**config.mk**
```make
export PLATFORM = sky130hd
export DESIGN_NAME = mem_stage_ctrl
export DESIGN_NICKNAME = d
export VERILOG_FILES = /design/src/rtl/cpu_types_pkg.sv /design/src/rtl/llsc_link.sv /design/src/rtl/mem_stage_ctrl.sv
export SDC_FILE = /design/constraint.sdc
export NUM_CORES = 1
export LEC_CHECK = 0
export ABC_AREA = 1
export BUFFER_PORTS_ARGS = -buffer_cell sky130_fd_sc_hd__buf_4
export CORE_AREA = 2 2 93 95
export CTS_CLUSTER_DIAMETER = 60
export DETAILED_ROUTE_END_ITERATION = 6
export DIE_AREA = 0 0 95 97
export HOLD_SLACK_MARGIN = 0.15
export PLACE_DENSITY_LB_ADDON = 0.2
export SYNTH_ARGS = -nofsm -noshare
export SYNTH_HDL_FRONTEND = slang
export SYNTH_HIERARCHICAL = 1
export SYNTH_SLANG_ARGS = --single-unit
```
**constraint.sdc**
```tcl
create_clock -name CLK -period 3.95 [get_ports CLK]
set_input_delay 0.79 -clock CLK [delete_from_list [all_inputs] [get_ports CLK]]
set_output_delay 0.79 -clock CLK [all_outputs]
set_load 0.02 [all_outputs]
```
**src/rtl/cpu_types_pkg.sv**
```systemverilog
// Shared CPU pipeline types: data word and memory-stage controller state.
package cpu_types_pkg;
  typedef logic [31:0] word_t;

  typedef enum logic [1:0] {
    IDLE,
    WAIT,
    HALTED
  } memctl_state_t;

  localparam int MEM_TIMEOUT_DEFAULT = 1023;
endpackage

```
**src/rtl/llsc_link.sv**
```systemverilog
// Load-link reservation: one word address, set by a completed LL and cleared by
// a completed SC, a local plain store or a remote snoop to the same word.
module llsc_link
  import cpu_types_pkg::*;
(
  input  logic  CLK,
  input  logic  nRST,
  input  logic  ll_done,
  input  logic  sc_done,
  input  logic  st_done,
  input  word_t acc_addr,
  input  logic  snoop_inv,
  input  word_t snoop_addr,
  output logic  link_match
);
  logic  link_valid;
  word_t link_addr;
  logic  snoop_hit;

  assign snoop_hit  = snoop_inv && (snoop_addr == link_addr);
  // A same-cycle snoop defeats the SC check even though the register still holds.
  assign link_match = link_valid && (link_addr == acc_addr) && !snoop_hit;

  always_ff @(posedge CLK) begin
    if (!nRST) begin
      link_valid <= 1'b0;
      link_addr  <= '0;
    end else if (ll_done) begin
      link_valid <= 1'b1;
      link_addr  <= acc_addr;
    end else if (sc_done || (st_done && acc_addr == link_addr) || snoop_hit) begin
      link_valid <= 1'b0;
    end
  end
endmodule

```
**src/rtl/mem_stage_ctrl.sv**
```systemverilog
// Memory-stage controller: dcache handshake, stall until dhit, LL/SC result,
// sticky halt and watchdog. LL/SC reservation logic is built under MEM_LLSC_EN.
module mem_stage_ctrl
  import cpu_types_pkg::*;
#(
  parameter int TIMEOUT_CYC = MEM_TIMEOUT_DEFAULT
) (
  input  logic        CLK,
  input  logic        nRST,
  input  logic        m_valid,
  input  logic        m_dREN,
  input  logic        m_dWEN,
  input  logic        m_datomic,
  input  logic        m_halt,
  input  logic [31:0] m_port_o,
  input  logic [31:0] m_memstore,
  input  logic        dhit,
  input  logic [31:0] dmemload,
  input  logic        snoop_inv,
  input  logic [31:0] snoop_addr,
  output logic        dmemREN,
  output logic        dmemWEN,
  output logic        datomic,
  output logic [31:0] dmemaddr,
  output logic [31:0] dmemstore,
  output logic        mem_stall,
  output logic [31:0] w_result,
  output logic        halt_o,
  output logic        mem_timeout
);
  localparam int CW = $clog2(TIMEOUT_CYC + 1);
  localparam logic [CW-1:0] TMAX = CW'(TIMEOUT_CYC);

  memctl_state_t state;
  logic          halt_q, to_q;
  logic [CW-1:0] wd_cnt;
  logic          run, access, is_sc, sc_fail, req, done;

  assign run    = nRST && m_valid && (state != HALTED);
  assign access = m_dREN || m_dWEN;
  assign is_sc  = m_dWEN && m_datomic;

`ifdef MEM_LLSC_EN
  logic link_ok;

  llsc_link u_link (
    .CLK       (CLK),
    .nRST      (nRST),
    .ll_done   (done && m_dREN && m_datomic),
    .sc_done   (done && is_sc),
    .st_done   (done && m_dWEN && !m_datomic),
    .acc_addr  (m_port_o),
    .snoop_inv (snoop_inv),
    .snoop_addr(snoop_addr),
    .link_match(link_ok)
  );

  assign sc_fail = run && is_sc && !link_ok;
  assign datomic = req && m_datomic;
`else
  logic unused_snoop;
  assign unused_snoop = ^{snoop_inv, snoop_addr};
  assign sc_fail      = 1'b0;
  assign datomic      = 1'b0;
`endif

  // A failed SC never reaches the cache, so it neither stalls nor waits.
  assign req       = run && access && !sc_fail;
  assign done      = req && dhit;
  assign dmemREN   = req && m_dREN;
  assign dmemWEN   = req && m_dWEN;
  assign dmemaddr  = req ? m_port_o : '0;
  assign dmemstore = req ? m_memstore : '0;
  assign mem_stall = nRST && ((req && !dhit) || state == HALTED);
  assign halt_o      = nRST && halt_q;
  assign mem_timeout = nRST && to_q;

  always_comb begin
    w_result = '0;
    if (run && m_dREN)     w_result = dmemload;
    else if (run && is_sc) w_result = {31'b0, done};
  end

  always_ff @(posedge CLK) begin
    if (!nRST) begin
      state  <= IDLE;
      halt_q <= 1'b0;
      to_q   <= 1'b0;
      wd_cnt <= '0;
    end else begin
      case (state)
        IDLE:
          if (req && !dhit) state <= WAIT;
          else if (run && m_halt && !access) begin
            state  <= HALTED;
            halt_q <= 1'b1;
          end
        WAIT:
          if (!req || dhit) state <= IDLE;
        default: state <= HALTED;
      endcase
      // Counts wait cycles only; any exit from WAIT drops it back to zero.
      if (state == WAIT && req && !dhit) begin
        if (wd_cnt != TMAX) wd_cnt <= wd_cnt + CW'(1);
        if (wd_cnt == TMAX - CW'(1)) to_q <= 1'b1;
      end else begin
        wd_cnt <= '0;
      end
    end
  end
endmodule
```
==> metrics.csv, run 1 <==
metric;value;unit
postCtsHoldBufs;0;
cts.clk_slew.worst_paths;60;ps
r2r_start;wd_cnt[1];
power.total;0.0005209;W
synth_cells;325;
m1WireLength;2941;um
avgSynthCellArea;4.855;um^2
worstHoldPathType;register to register;
core;8134;um^2
synthTopCellsByCount;inv_1 (125), nor2_1 (103), nand2_1 (35), dfxtp_1 (14), nand3_1 (11);
start_util;19.40;%
max_slew_margin;51.03;%
cts_buffers;3;
wirelength;7125;um
grt_overflow;0;
skew;1.137;ps
clk-insertion-delay-late;250;ps
die_h;97;um
routed-wl-met3;806;um
cts_htree_levels;1;
first_global_vias;2103;
postCtsResizedCells;0;
cts_setup_buffers;0;
fin_crit;3110;ps
grt_max_degree;44;
worstSetupStartpointType;input pin;
yosysWarnings;6;
wl_met2;3236;um
hold_depth;2;
hpwl;6105;um
r2r_end;wd_cnt[5];
synth_nets;464;
fin_crit_sh;78.73;%
status;finished, final reports clean;
cts_root_buffer;clkbuf_8;
synth_edf_count;0;
maxCapViolations;0;
vias;2372;
synth_top_area_cell;inv_1;
placementRows;33;
crit_type;input pin to output pin;
grt_pass1_wl;10320;um
hold_path.startpoint;halt_q;
clockBufferDepth;2;
drtIter0Drc;66;
synth_ff_type;dfxtp_1;
fin_area;3237;um^2
track_usage;14.25;%
finalSetupViolCount;0;
yosysSeqAreaShare;17.76;%
critPathLaunch;nRST;
critPathRequiredTime;3160;ps
cts_tree;built;
clkSinkCount;14;
layout-drive-gt1-share;41.03;%
place_area;3196;um^2
reg2reg_slack;2420;ps
io_buffers;204;
slew_violations;0;
drt-pass1-iter-count;4;
fill_cells;898;
dieArea;9215;um^2
top_layer;met4;
synth_area;1578;um^2
dieWidth;95;um
final_nets;665;
ant_nets;0;
netlist.area_leader.share;29.74;%
gp_congestion;0.8080;
final.setup.tns;0;ps
cp-end-kind;output pin;
async_reset_ff_share;0;%
worstSetupEndpoint;dmemaddr[1];
synth-seq-cells;14;
antenna_found_initial;0;
peakVddDrop;0.1311;mV
ys_types;19;
rsz0062_at_grt;no;
crit_arrival;2320;ps
drc;0;
wl_per_cell;11.33;um
via_per_inst;3.771;
p_leak;2.212;nW
reg2reg_depth;7;
synthTopCellsByArea;inv_1 (30%), nor2_1 (25%), dfxtp_1 (18%), nand2_1 (8.3%), nand3_1 (3.5%);
hold_violations;0;
diodes;0;
synth_most_common_cell;inv_1;
cp_max_fo;43;
tightest_slew;731.9;ps
p_per_area;160.9;nW/um^2
io_pins;239;
area_growth;105.2;%
fmax;0.3215;GHz
cells by family (layout without fill, tap and decap cells):
group	after synthesis	in the layout	share of synthesized area [%]
XOR/XNOR	3	3	1.666
AND/OR/NAND/NOR	160	160	41.32
AO/OA/AOI/OAI	10	10	3.886
flip-flops	14	14	17.76
other	1	1	0.2377
adder cells (fa/ha/maj)	2	2	1.586
buffers and inverters	135	334	33.54
critical path, stage by stage:
cell	delay (ps)
buf_4	110
nand2_1	90
a21oi_4	210
nand2_2	450
buf_4	390
nor2_1	110
buf_4	150
flip-flops by register name (all words and copies together), names as in the netlist:
register  count
wd_cnt       10
to_q          1
state         2
halt_q        1
stage by stage:
step,setup slack (ps),utilization (%),std cells,hold slack (ps)
detailed placement,793.9,39.29,626,445.2
global route,622.4,39.79,629,483.9
global placement,820.7,39.29,626,433.5
finish,840.0,39.79,629,450.7
CTS,791.4,39.79,629,458.9
floorplan,1431,-,325,416.9
placed cells by master (no fill, tap or decap):
| cell type | netlist | routed |
|---|---|---|
| conb_1 | 1 | 1 |
| nor2_2 | 2 | 2 |
| clkbuf_8 | 0 | 3 |
| inv_1 | 125 | 125 |
| nand3_2 | 1 | 1 |
| nand2_1 | 35 | 35 |
| nor2_1 | 103 | 103 |
| o21ai_0 | 2 | 2 |
| nand4_1 | 6 | 6 |
| a21oi_1 | 7 | 7 |
| nand4_2 | 1 | 1 |
| nand2_2 | 1 | 1 |
| nand3_1 | 11 | 11 |
| xor2_1 | 1 | 1 |
| dfxtp_1 | 14 | 14 |
| ha_1 | 2 | 2 |
| buf_4 | 4 | 206 |
| xnor2_1 | 2 | 2 |
| a21oi_4 | 1 | 1 |
final cells by class:
type	instances	area [um^2]	area share, %
clock buffer	3	41.29	1.276
tap	105	131.4	4.059
timing repair buffer	206	1546	47.78
inverter	125	469.2	14.50
multi-input combinational	176	768.2	23.73
sequential	14	280.3	8.659
worst min path at each step:
stage	slack [ps]	end
2_1_floorplan	420	halt_q
3_3_place_gp	430	halt_q
3_5_place_dp	450	halt_q
4_1_cts	460	halt_q
5_1_grt	480	halt_q
6_report	450	halt_q
where the power goes:
part           total (W)  internal (W)  switching, W
clock network   0.000121     0.0000677     0.0000537
logic           0.000255      0.000128      0.000127
registers       0.000145      0.000143    0.00000187
layer usage:
layer / vias up / global-route usage (%)
li1: 1274 / -
met2: 110 / 23.57
met4: 0 / 4.013
met3: 11 / 4.206
met1: 977 / 17.75
met5: - / 0
(Power assumes the default switching activity.)
==> run 2: changes to the inputs <==
- clock period: 3.95 -> 2.8 ns (I/O delays scaled with it)
==> run 2 against run 1 <==
- register-to-register slack worse by 1100 ps
- via count is 0.55% lower
- die area did not move
- sequential cell count unchanged
- final area up 0.43%
- largest cell class unchanged
==> metrics.csv, run 2 (synthesized netlist as in run 1, its figures left out) <==
metric;value;unit;change
ant_nets;0;;unchanged
tightest_slew;607.5;ps;was 731.9 ps
io_buffers;204;;unchanged
io_pins;239;;unchanged
die_h;97;um;unchanged
p_per_area;235.7;nW/um^2;was 160.9 nW/um^2
final_nets;665;;unchanged
finalSetupViolCount;0;;unchanged
vias;2359;;was 2,372
max_slew_margin;59.50;%;was 51.03%
critPathRequiredTime;2240;ps;was 3160 ps
clk-insertion-delay-late;250;ps;about the same
area_growth;106.0;%;was 105.2%
clkSinkCount;14;;unchanged
skew;2.924;ps;was 1.137 ps
peakVddDrop;0.1813;mV;was 0.1311 mV
dieArea;9215;um^2;unchanged
grt_pass1_wl;10500;um;was 10,320 um
track_usage;14.38;%;was 14.25%
final_common_cell;buf_4;;unchanged
cts_buffers;3;;unchanged
worstSetupStartpointType;input pin;;unchanged
rsz0062_at_grt;no;;unchanged
maxCapViolations;0;;unchanged
critPathLaunch;m_dWEN;;was nRST
worstSetupEndpoint;dmemaddr[3];;was dmemaddr[1]
postCtsResizedCells;0;;unchanged
reg2reg_depth;7;;unchanged
hold_ws;450.4;ps;was 450.7 ps
via_per_inst;3.744;;was 3.771
largestRegisters;wd_cnt: 10 flops, state: 2 flops;;unchanged
r2r_end;wd_cnt[5];;unchanged
cp_max_fo;64;;was 43
grt_max_degree;65;;was 44
wirelength;7100;um;was 7125 um
fill_cells;882;;was 898
cts_tree;built;;unchanged
fin_crit;2330;ps;
diodes;0;;unchanged
fin_crit_sh;83.23;%;
clockBufferDepth;2;;unchanged
grt_overflow;0;;unchanged
hold_depth;2;;unchanged
power.total;0.0007662;W;was 0.0005209 W
p_leak;2.219;nW;was 2.212 nW
hpwl;6065;um;was 6105 um
slew_violations;0;;unchanged
fmax;0.4291;GHz;
crit_type;input pin to output pin;;unchanged
wl_per_cell;11.27;um;was 11.33 um
gp_congestion;0.8464;;was 0.8080
antenna_found_initial;0;;unchanged
crit_arrival;1770;ps;was 2320 ps
first_global_vias;2138;;was 2,103
layout-drive-gt1-share;41.14;%;was 41.03%
setup_ws;469.7;ps;was 840.0 ps
drtIter0Drc;96;;was 66
worstHoldPathType;register to register;;unchanged
start_util;19.40;%;unchanged
dieWidth;95;um;unchanged
final_cell_mix;buf_4 (206), inv_1 (125), nor2_1 (103);;unchanged
drt-pass1-iter-count;4;;unchanged
hold_violations;0;;unchanged
final.setup.tns;0;ps;unchanged
regMostFlops;wd_cnt;;unchanged
reg2reg_slack;1280;ps;was 2420 ps
core;8134;um^2;unchanged
cts.clk_slew.worst_paths;60;ps;about the same
cts_setup_buffers;0;;unchanged
cp-end-kind;output pin;;unchanged
cts_root_buffer;clkbuf_8;;unchanged
cts_htree_levels;1;;unchanged
utilization;39.96;%;was 39.79%
placementRows;33;;unchanged
r2r_start;wd_cnt[0];;was wd_cnt[1]
drc;0;;unchanged
postCtsHoldBufs;0;;unchanged
dp_slack;458.0;ps;was 793.9 ps
largest_register_ffs;10;;unchanged
status;finished, final reports clean;;unchanged
## run 2: worst max-delay path, stage by stage
cell	delay, ps
buf_4	110
inv_1	60
nand2_1	130
nand2_2	90
buf_4	500
nor2_1	120
buf_4	190
## run 2: area by class of cell
| cell class | count | area [um^2] | share of cell area, % |
|---|---|---|---|
| clock buffers | 4 | 55.05 | 1.694 |
| inverters | 125 | 469.2 | 14.43 |
| multi-input cells | 176 | 768.2 | 23.63 |
| flip-flops and latches | 14 | 280.3 | 8.622 |
| well taps | 105 | 131.4 | 4.042 |
| repair buffers | 206 | 1546 | 47.57 |
## run 2: metal layers
metal | wire length (um) | GRT usage (%) | vias to the layer above
met5 | 0 | 0 | -
met4 | 65 | 2.676 | 0
met3 | 680 | 3.427 | 7
met2 | 3311 | 24.11 | 106
met1 | 3043 | 18.72 | 969
li1 | - | - | 1277
## run 2: where the power goes
group	switching [W]	total, W	leakage (nW)	internal, W
sequential	0.00000278	0.000205	0.113	0.000202
combinational	0.000180	0.000360	2.08	0.000180
clock	0.0000772	0.000202	0.0288	0.000125
total	0.000260	0.000766	2.22	0.000507
## run 2: worst min path at each step
stage	startpoint	end	slack (ps)
after floorplan	halt_q	halt_q	420
after global placement	halt_q	halt_q	430
after detailed placement	to_q	to_q	440
after CTS	to_q	to_q	460
after global routing	to_q	to_q	470
final	to_q	to_q	450
## run 2: stage by stage
step           cell area, um^2  cells
6_report                  3251    630
5_1_grt                   3251    630
4_1_cts                   3251    630
3_5_place_dp              3196    626
3_3_place_gp              3196    626
2_1_floorplan             1578    325
